`config.mk`:
```
export PLATFORM = sky130hd
export DESIGN_NAME = i2c_master_write_frame
export DESIGN_NICKNAME = d
export VERILOG_FILES = /design/src/rtl/i2c_master_write_frame.sv
export SDC_FILE = /design/constraint.sdc
export NUM_CORES = 1
export LEC_CHECK = 0
export ABC_AREA = 1
export CORE_UTILIZATION = 40
export DETAILED_ROUTE_END_ITERATION = 10
export HOLD_SLACK_MARGIN = 0.06
export PLACE_DENSITY = 0.62
export SYNTH_ARGS = -nofsm -noshare
export SYNTH_HDL_FRONTEND = slang
export SYNTH_SLANG_ARGS = --single-unit
```
`constraint.sdc`:
```
create_clock -name clock -period 1.85 [get_ports clock]
set_clock_uncertainty 0.2 [all_clocks]
set_input_delay 0.555 -clock clock [delete_from_list [all_inputs] [get_ports clock]]
set_output_delay 0.555 -clock clock [all_outputs]
set_load 0.01 [all_outputs]
```
`src/rtl/i2c_master_write_frame.sv`:
```
// Purpose : I2C master transmitter; one `go` sends START, up to DATA_BYTES bytes each with an ACK slot, then STOP.
// Latency : outputs follow the accept edge by one clock; the frame runs 4*DIV*(2+9*N) clocks until `finish`.
// Backpr. : no flow control; `go` is honoured only in IDLE and ignored while busy or in the DONE cycle.
//
// Ports   : clock, reset_n (synchronous, active low); go, data, byte_num request a frame;
//           sda_in is the sampled bus SDA; scl/sda are open-drain drives (1 = released);
//           busy, finish, nack and bytes_sent report frame status.
// Option  : define I2C_WRITE_FRAME_NACK_ABORT_EN to end the frame with STOP on the first NACK.
module i2c_master_write_frame #(
    parameter int DATA_BYTES = 2,
    parameter int DIV        = 4
) (
    input  logic                            clock,
    input  logic                            reset_n,
    input  logic                            go,
    input  logic [8*DATA_BYTES-1:0]         data,
    input  logic [$clog2(DATA_BYTES+1)-1:0] byte_num,
    input  logic                            sda_in,
    output logic                            scl,
    output logic                            sda,
    output logic                            busy,
    output logic                            finish,
    output logic                            nack,
    output logic [$clog2(DATA_BYTES+1)-1:0] bytes_sent
);

    localparam int              BW   = $clog2(DATA_BYTES + 1);
    localparam int              QW   = (DIV > 1) ? $clog2(DIV) : 1;
    localparam logic [QW-1:0]   QMAX = QW'(DIV - 1);
    localparam logic [BW-1:0]   BMAX = BW'(DATA_BYTES);
`ifdef I2C_WRITE_FRAME_NACK_ABORT_EN
    localparam bit              ABORT_ON_NACK = 1'b1;
`else
    localparam bit              ABORT_ON_NACK = 1'b0;
`endif

    typedef enum logic [2:0] {S_IDLE, S_START, S_DATA, S_ACK, S_STOP, S_DONE} state_t;

    state_t                  state, state_nxt;
    logic [QW-1:0]           qcnt, qcnt_nxt;
    logic [1:0]              phase, phase_nxt;
    logic [2:0]              bit_cnt, bit_cnt_nxt;
    logic [8*DATA_BYTES-1:0] shreg, shreg_nxt;
    logic [BW-1:0]           n_lat;
    logic [BW-1:0]           sent_inc;
    logic                    slot_end;
    logic                    accept;
    logic                    ack_sample;
    logic                    scl_nxt;
    logic                    sda_nxt;

    assign slot_end   = (phase == 2'd3) && (qcnt == QMAX);
    assign accept     = (state == S_IDLE) && go;
    assign ack_sample = (state == S_ACK) && (phase == 2'd2) && (qcnt == QMAX);
    assign sent_inc   = bytes_sent + BW'(1);

    // State register
    always_ff @(posedge clock) begin
        if (!reset_n) begin
            state <= S_IDLE;
        end else begin
            state <= state_nxt;
        end
    end

    // Next-state logic
    always_comb begin
        state_nxt = state;
        case (state)
            S_IDLE:  if (go) state_nxt = S_START;
            S_START: if (slot_end) state_nxt = (n_lat == '0) ? S_STOP : S_DATA;
            S_DATA:  if (slot_end && (bit_cnt == 3'd0)) state_nxt = S_ACK;
            S_ACK: begin
                // nack was captured at the end of q2, so it is settled by slot end
                if (slot_end) begin
                    if ((ABORT_ON_NACK && nack) || !(sent_inc < n_lat)) state_nxt = S_STOP;
                    else                                                state_nxt = S_DATA;
                end
            end
            S_STOP:  if (slot_end) state_nxt = S_STOP == state ? S_DONE : S_STOP;
            S_DONE:  state_nxt = S_IDLE;
            default: state_nxt = S_IDLE;
        endcase
    end

    // Divider, bit counter and payload shifter next values. Every state change other
    // than IDLE->START happens at a slot end, so clearing there covers "clear on entry".
    always_comb begin
        qcnt_nxt    = qcnt;
        phase_nxt   = phase;
        bit_cnt_nxt = bit_cnt;
        shreg_nxt   = shreg;
        if ((state == S_IDLE) || (state == S_DONE) || slot_end) begin
            qcnt_nxt  = '0;
            phase_nxt = 2'd0;
        end else if (qcnt == QMAX) begin
            qcnt_nxt  = '0;
            phase_nxt = phase + 2'd1;
        end else begin
            qcnt_nxt  = qcnt + QW'(1);
        end
        if ((state_nxt == S_DATA) && (state != S_DATA)) begin
            bit_cnt_nxt = 3'd7;
        end else if ((state == S_DATA) && slot_end) begin
            bit_cnt_nxt = bit_cnt - 3'd1;
        end
        // The byte being sent always sits in shreg[7:0]
        if (accept) begin
            shreg_nxt = data;
        end else if ((state == S_ACK) && slot_end) begin
            shreg_nxt = shreg >> 8;
        end
    end

    // Output decode from the next state/phase so the registered pins line up with the state
    always_comb begin
        scl_nxt = 1'b1;
        sda_nxt = 1'b1;
        case (state_nxt)
            S_START: begin
                scl_nxt = (phase_nxt != 2'd3);
                sda_nxt = !phase_nxt[1];
            end
            S_DATA: begin
                scl_nxt = phase_nxt[1];
                sda_nxt = shreg_nxt[bit_cnt_nxt];
            end
            S_ACK: begin
                scl_nxt = phase_nxt[1];
                sda_nxt = 1'b1;
            end
            S_STOP: begin
                scl_nxt = (phase_nxt != 2'd0);
                sda_nxt = phase_nxt[1];
            end
            default: begin
                scl_nxt = 1'b1;
                sda_nxt = 1'b1;
            end
        endcase
    end

    // Datapath and registered outputs
    always_ff @(posedge clock) begin
        if (!reset_n) begin
            qcnt       <= '0;
            phase      <= 2'd0;
            bit_cnt    <= 3'd0;
            shreg      <= '0;
            n_lat      <= '0;
            scl        <= 1'b1;
            sda        <= 1'b1;
            busy       <= 1'b0;
            finish     <= 1'b0;
            nack       <= 1'b0;
            bytes_sent <= '0;
        end else begin
            qcnt    <= qcnt_nxt;
            phase   <= phase_nxt;
            bit_cnt <= bit_cnt_nxt;
            shreg   <= shreg_nxt;
            scl     <= scl_nxt;
            sda     <= sda_nxt;
            busy    <= (state_nxt != S_IDLE) && (state_nxt != S_DONE);
            finish  <= (state_nxt == S_DONE);
            if (accept) begin
                n_lat      <= (byte_num > BMAX) ? BMAX : byte_num;
                nack       <= 1'b0;
                bytes_sent <= '0;
            end else begin
                if (ack_sample && sda_in) nack <= 1'b1;
                if ((state == S_ACK) && slot_end) bytes_sent <= sent_inc;
            end
        end
    end

endmodule

```
==> results.txt <==
----------------------------------------------------
[Run status]
  Outcome ... finished with violations
  Failing checks ... negative setup slack

[Clocking]
  Clock-pin slew reported for the worst setup and hold paths after clock tree synthesis ... 80 ps
  TritonCTS clock tree ... yes
  Number of clock sinks seen by CTS ... 35
  Clk root buf ... clkbuf_8
  Clock H-tree levels ... 2
  Buffer levels on the longest clock path ... 2
  Worst-skew pair later-pin latency ... 300 ps
  Num CTS Buffers ... 5

[Worst setup path]
  Cell occurring most often along the worst timing path ... nand2_1
  CP max stage delay ... 350 ps
  Register-to-register setup slack ... -220 ps
  Reg2Reg Launch Point ... bytes_sent[0]$_SDFFE_PP0P_
  Cell family with most CP delay ... simple AND/OR/NAND/NOR gates
  Max Fanout on Critical Path ... 8
  Number of buffers and inverters on the critical path ... 0
  Slowest cell on the critical path ... dfxtp_4
  CP Launch Type ... flop
  Critical Setup Path Class ... flop to flop
  Worst EP required ... 1850 ps
  Data arrival, critical path ... 2070 ps
  Worst flop-to-flop path endpoint ... sda$_SDFF_PN1_
  Worst R2R Path Depth ... 14
  Critical Path Sink Type ... flop
  Chain of cells forming the critical path ... xor2_2, ha_1, nand2_1, nand2_1, nand2_1, nand2_2, nand3_4, nand3_4, nand2_4, nand2_1, nand3_1, nand3_1, nand3_1, nand2_1

[Timing]
  Slew at the pin with the worst max-slew slack ... 307 ps
  Max_slew headroom ... 79.3%
  Final hold violation count ... 0
  Period utilization ... 112%
  Setup violation total in the final timing report ... 7
  Min Hold Slack ... 203 ps
  Number of slew-limit violations in the final report ... 0
  Final Critical Period ... 2070 ps
  F_max ... 0.482 GHz
  Unrepaired setup endpoints after global routing ... yes
  Setup TNS ... -591 ps
  Final setup slack of the worst path ... -225 ps

[Floorplanning]
  Die ar. ... 4630 sq um
  Number of top-level pins ... 29
  Standard-cell row count ... 23
  Chip height ... 68.1 um
  Core footprint ... 4090 sq um
  Effective utilization at floorplan ... 42.7%
  Die Width ... 68.1 um

[GRT]
  Largest net degree at the start of global routing ... 24
  Global Route Usage Sum ... 20.6%
  Wire length of the first global-routing pass ... 6.91 mm
  Overflow left after global routing ... 0
  Antenna violations before repair ... 0
  Vias in the first global route ... 1541

[Power]
  Switching part of the total ... 27.4%
  Fraction of power consumed by combinational cells ... 17.3%
  Lkg Pwr ... 1.17 nW
  Net switching power ... 454 uW
  Power Density ... 627 nW/um^2
  Design internal power ... 1.20 mW
  Part of the total power dissipated in the clock network ... 34.0%
  Largest vdd supply drop ... 0.529 mV
  Post-layout power ... 1.66 mW
  Part of the power in registers ... 48.7%

[Place]
  Port Buf Inserts ... 28
  Placer's final routability congestion estimate ... 0.913
  Pre-CTS setup slack ... -442 ps
  Placed wire-length estimate after detailed placement ... 3.04 mm

[Layout]
  Fraction of final layout cells sized beyond drive strength 1 ... 31.9%
  Inserted Diodes ... 0
  Nets ... 350
  Commonest cells after routing, fill and taps aside ... nand2_1, buf_4, dfxtp_1, nand3_1, nor2_1
  Synth-to-layout area growth ... 51.5%
  Commonest non-fill, non-tap cell in the layout ... nand2_1

[Logic synthesis]
  Number of different library cells in the post-synthesis netlist ... 29
  Synth Register Bits ... 35
  Syn Nets ... 271
  Gate count after technology mapping ... 243
  Average footprint of a synthesized cell ... 7.19 sq um
  Post-synthesis instance area ... 1750 sq um
  Yosys warning total ... 0
  Seq/Total Area, Yosys ... 40.1%

[Job]
  Max Cap Viol ... 0

[Hold path]
  Worst min path class ... flop to flop
  Beginning of the worst hold path ... qcnt[0]$_SDFF_PP0_
  Min-Delay Endpoint ... qcnt[0]$_SDFF_PP0_
  Cell count of the worst hold path ... 1

[Detailed routing]
  Residual antenna-violating net count after detailed routing ... 0
  Number of iterations in the first detailed-routing pass ... 4
  Vias per std cell ... 4.81
  Average detailed-routed wire length per instance ... 11.7 um
  Drt first-iter violations ... 122
  DR vias ... 1793
  # DRC ... 0
  Sum of routed wire length over all layers ... 4.35 mm

----------------------------------------------------
==> final cells by class <==
| cell class | count | area [sq um] |
|---|---|---|
| Fill cell | 358 | 1440 |
| Multi-Input combinational cell | 175 | 1000 |
| Sequential cell | 35 | 709 |
| Timing Repair Buffer | 79 | 676 |
| Inverter | 26 | 106 |
| Clock buffer | 5 | 68.8 |
| Tap cell | 50 | 62.6 |
| Clock inverter | 3 | 18.8 |
==> state kept, by name, summed over array words and instances (netlist names) <==
register    count
bit_cnt         3
busy            1
bytes_sent      2
finish          1
n_lat           2
nack            1
phase           2
qcnt            2
scl             1
sda             1
shreg          16
state           3
==> kinds of logic (layout without fill, tap and decap cells) <==
logic type	Yosys count	after routing	share of synthesized area, %
buffers and inverters	33	113	7.52
AO/OA/AOI/OAI	30	30	9.03
adder cells (fa/ha/maj)	6	6	4.30
AND/OR/NAND/NOR	135	135	37.0
flip-flops	35	35	40.1
XOR/XNOR	4	4	2.01
==> worst max-delay path by stage <==
stage / from / endpoint / slack (ps) / depth (start not counted)
after floorplan: bytes_sent[0]$_SDFFE_PP0P_ / sda$_SDFF_PN1_ / -40 / 14
after global placement: go / sda$_SDFF_PN1_ / -430 / 9
after detailed placement: go / sda$_SDFF_PN1_ / -440 / 11
after CTS: bytes_sent[0]$_SDFFE_PP0P_ / sda$_SDFF_PN1_ / -220 / 13
after global routing: bytes_sent[0]$_SDFFE_PP0P_ / sda$_SDFF_PN1_ / -380 / 14
final: bytes_sent[0]$_SDFFE_PP0P_ / sda$_SDFF_PN1_ / -220 / 14
==> synthesized netlist by cell type (all sizes together) <==
master  number  area (sq um)
nor4         1          6.26
o22ai        1          6.26
clkbuf       3          11.3
nand4        2          12.5
xor2         4          35.0
inv         25          96.4
buf          4          20.0
o21ai       11          55.1
nor2        32           145
a21oi       15          75.1
or2          1          6.26
dfxtp       35           701
nand2       59           229
o32ai        1          8.76
a31oi        2          12.5
nand3       37           225
clkinv       1          3.75
nand3b       1          7.51
nor3         2          15.0
ha           6          75.1
==> power by group through the flow <==
stage	Combinational, mW	Clock, mW	Sequential, mW
after CTS	0.261	0.581	0.806
after floorplan	0.129	0	0.823
after detailed placement	0.260	0	0.824
after global placement	0.258	0	0.823
final	0.287	0.564	0.807
after global routing	0.322	0.612	0.811
==> through the flow <==
step / utilization, % / area (sq um) / std cells
2_1_floorplan: - / 1760 / 243
3_3_place_gp: 58.6 / 2390 / 357
3_5_place_dp: 58.6 / 2390 / 357
4_1_cts: 61.4 / 2510 / 366
5_1_grt: 64.8 / 2650 / 373
6_report: 64.8 / 2650 / 373
==> metal layers <==
layer | track usage [%] | vias up | part of all wire [%]
met3 | 5.00 | 8 | 3.8
li1 | - | 946 | -
met1 | 26.6 | 802 | 48
met4 | 11.2 | 0 | 2.5
met5 | 0 | - | 0
met2 | 31.4 | 37 | 46
==> what timing repair did <==
action	in CTS	in global routing
pin swaps	3	11
setup buffers	1	7
setup endpoints to repair	19	19
gates resized for setup	15	32
gates cloned	0	1
hold buffers	0	0
Power figures use the tool's default switching activity.
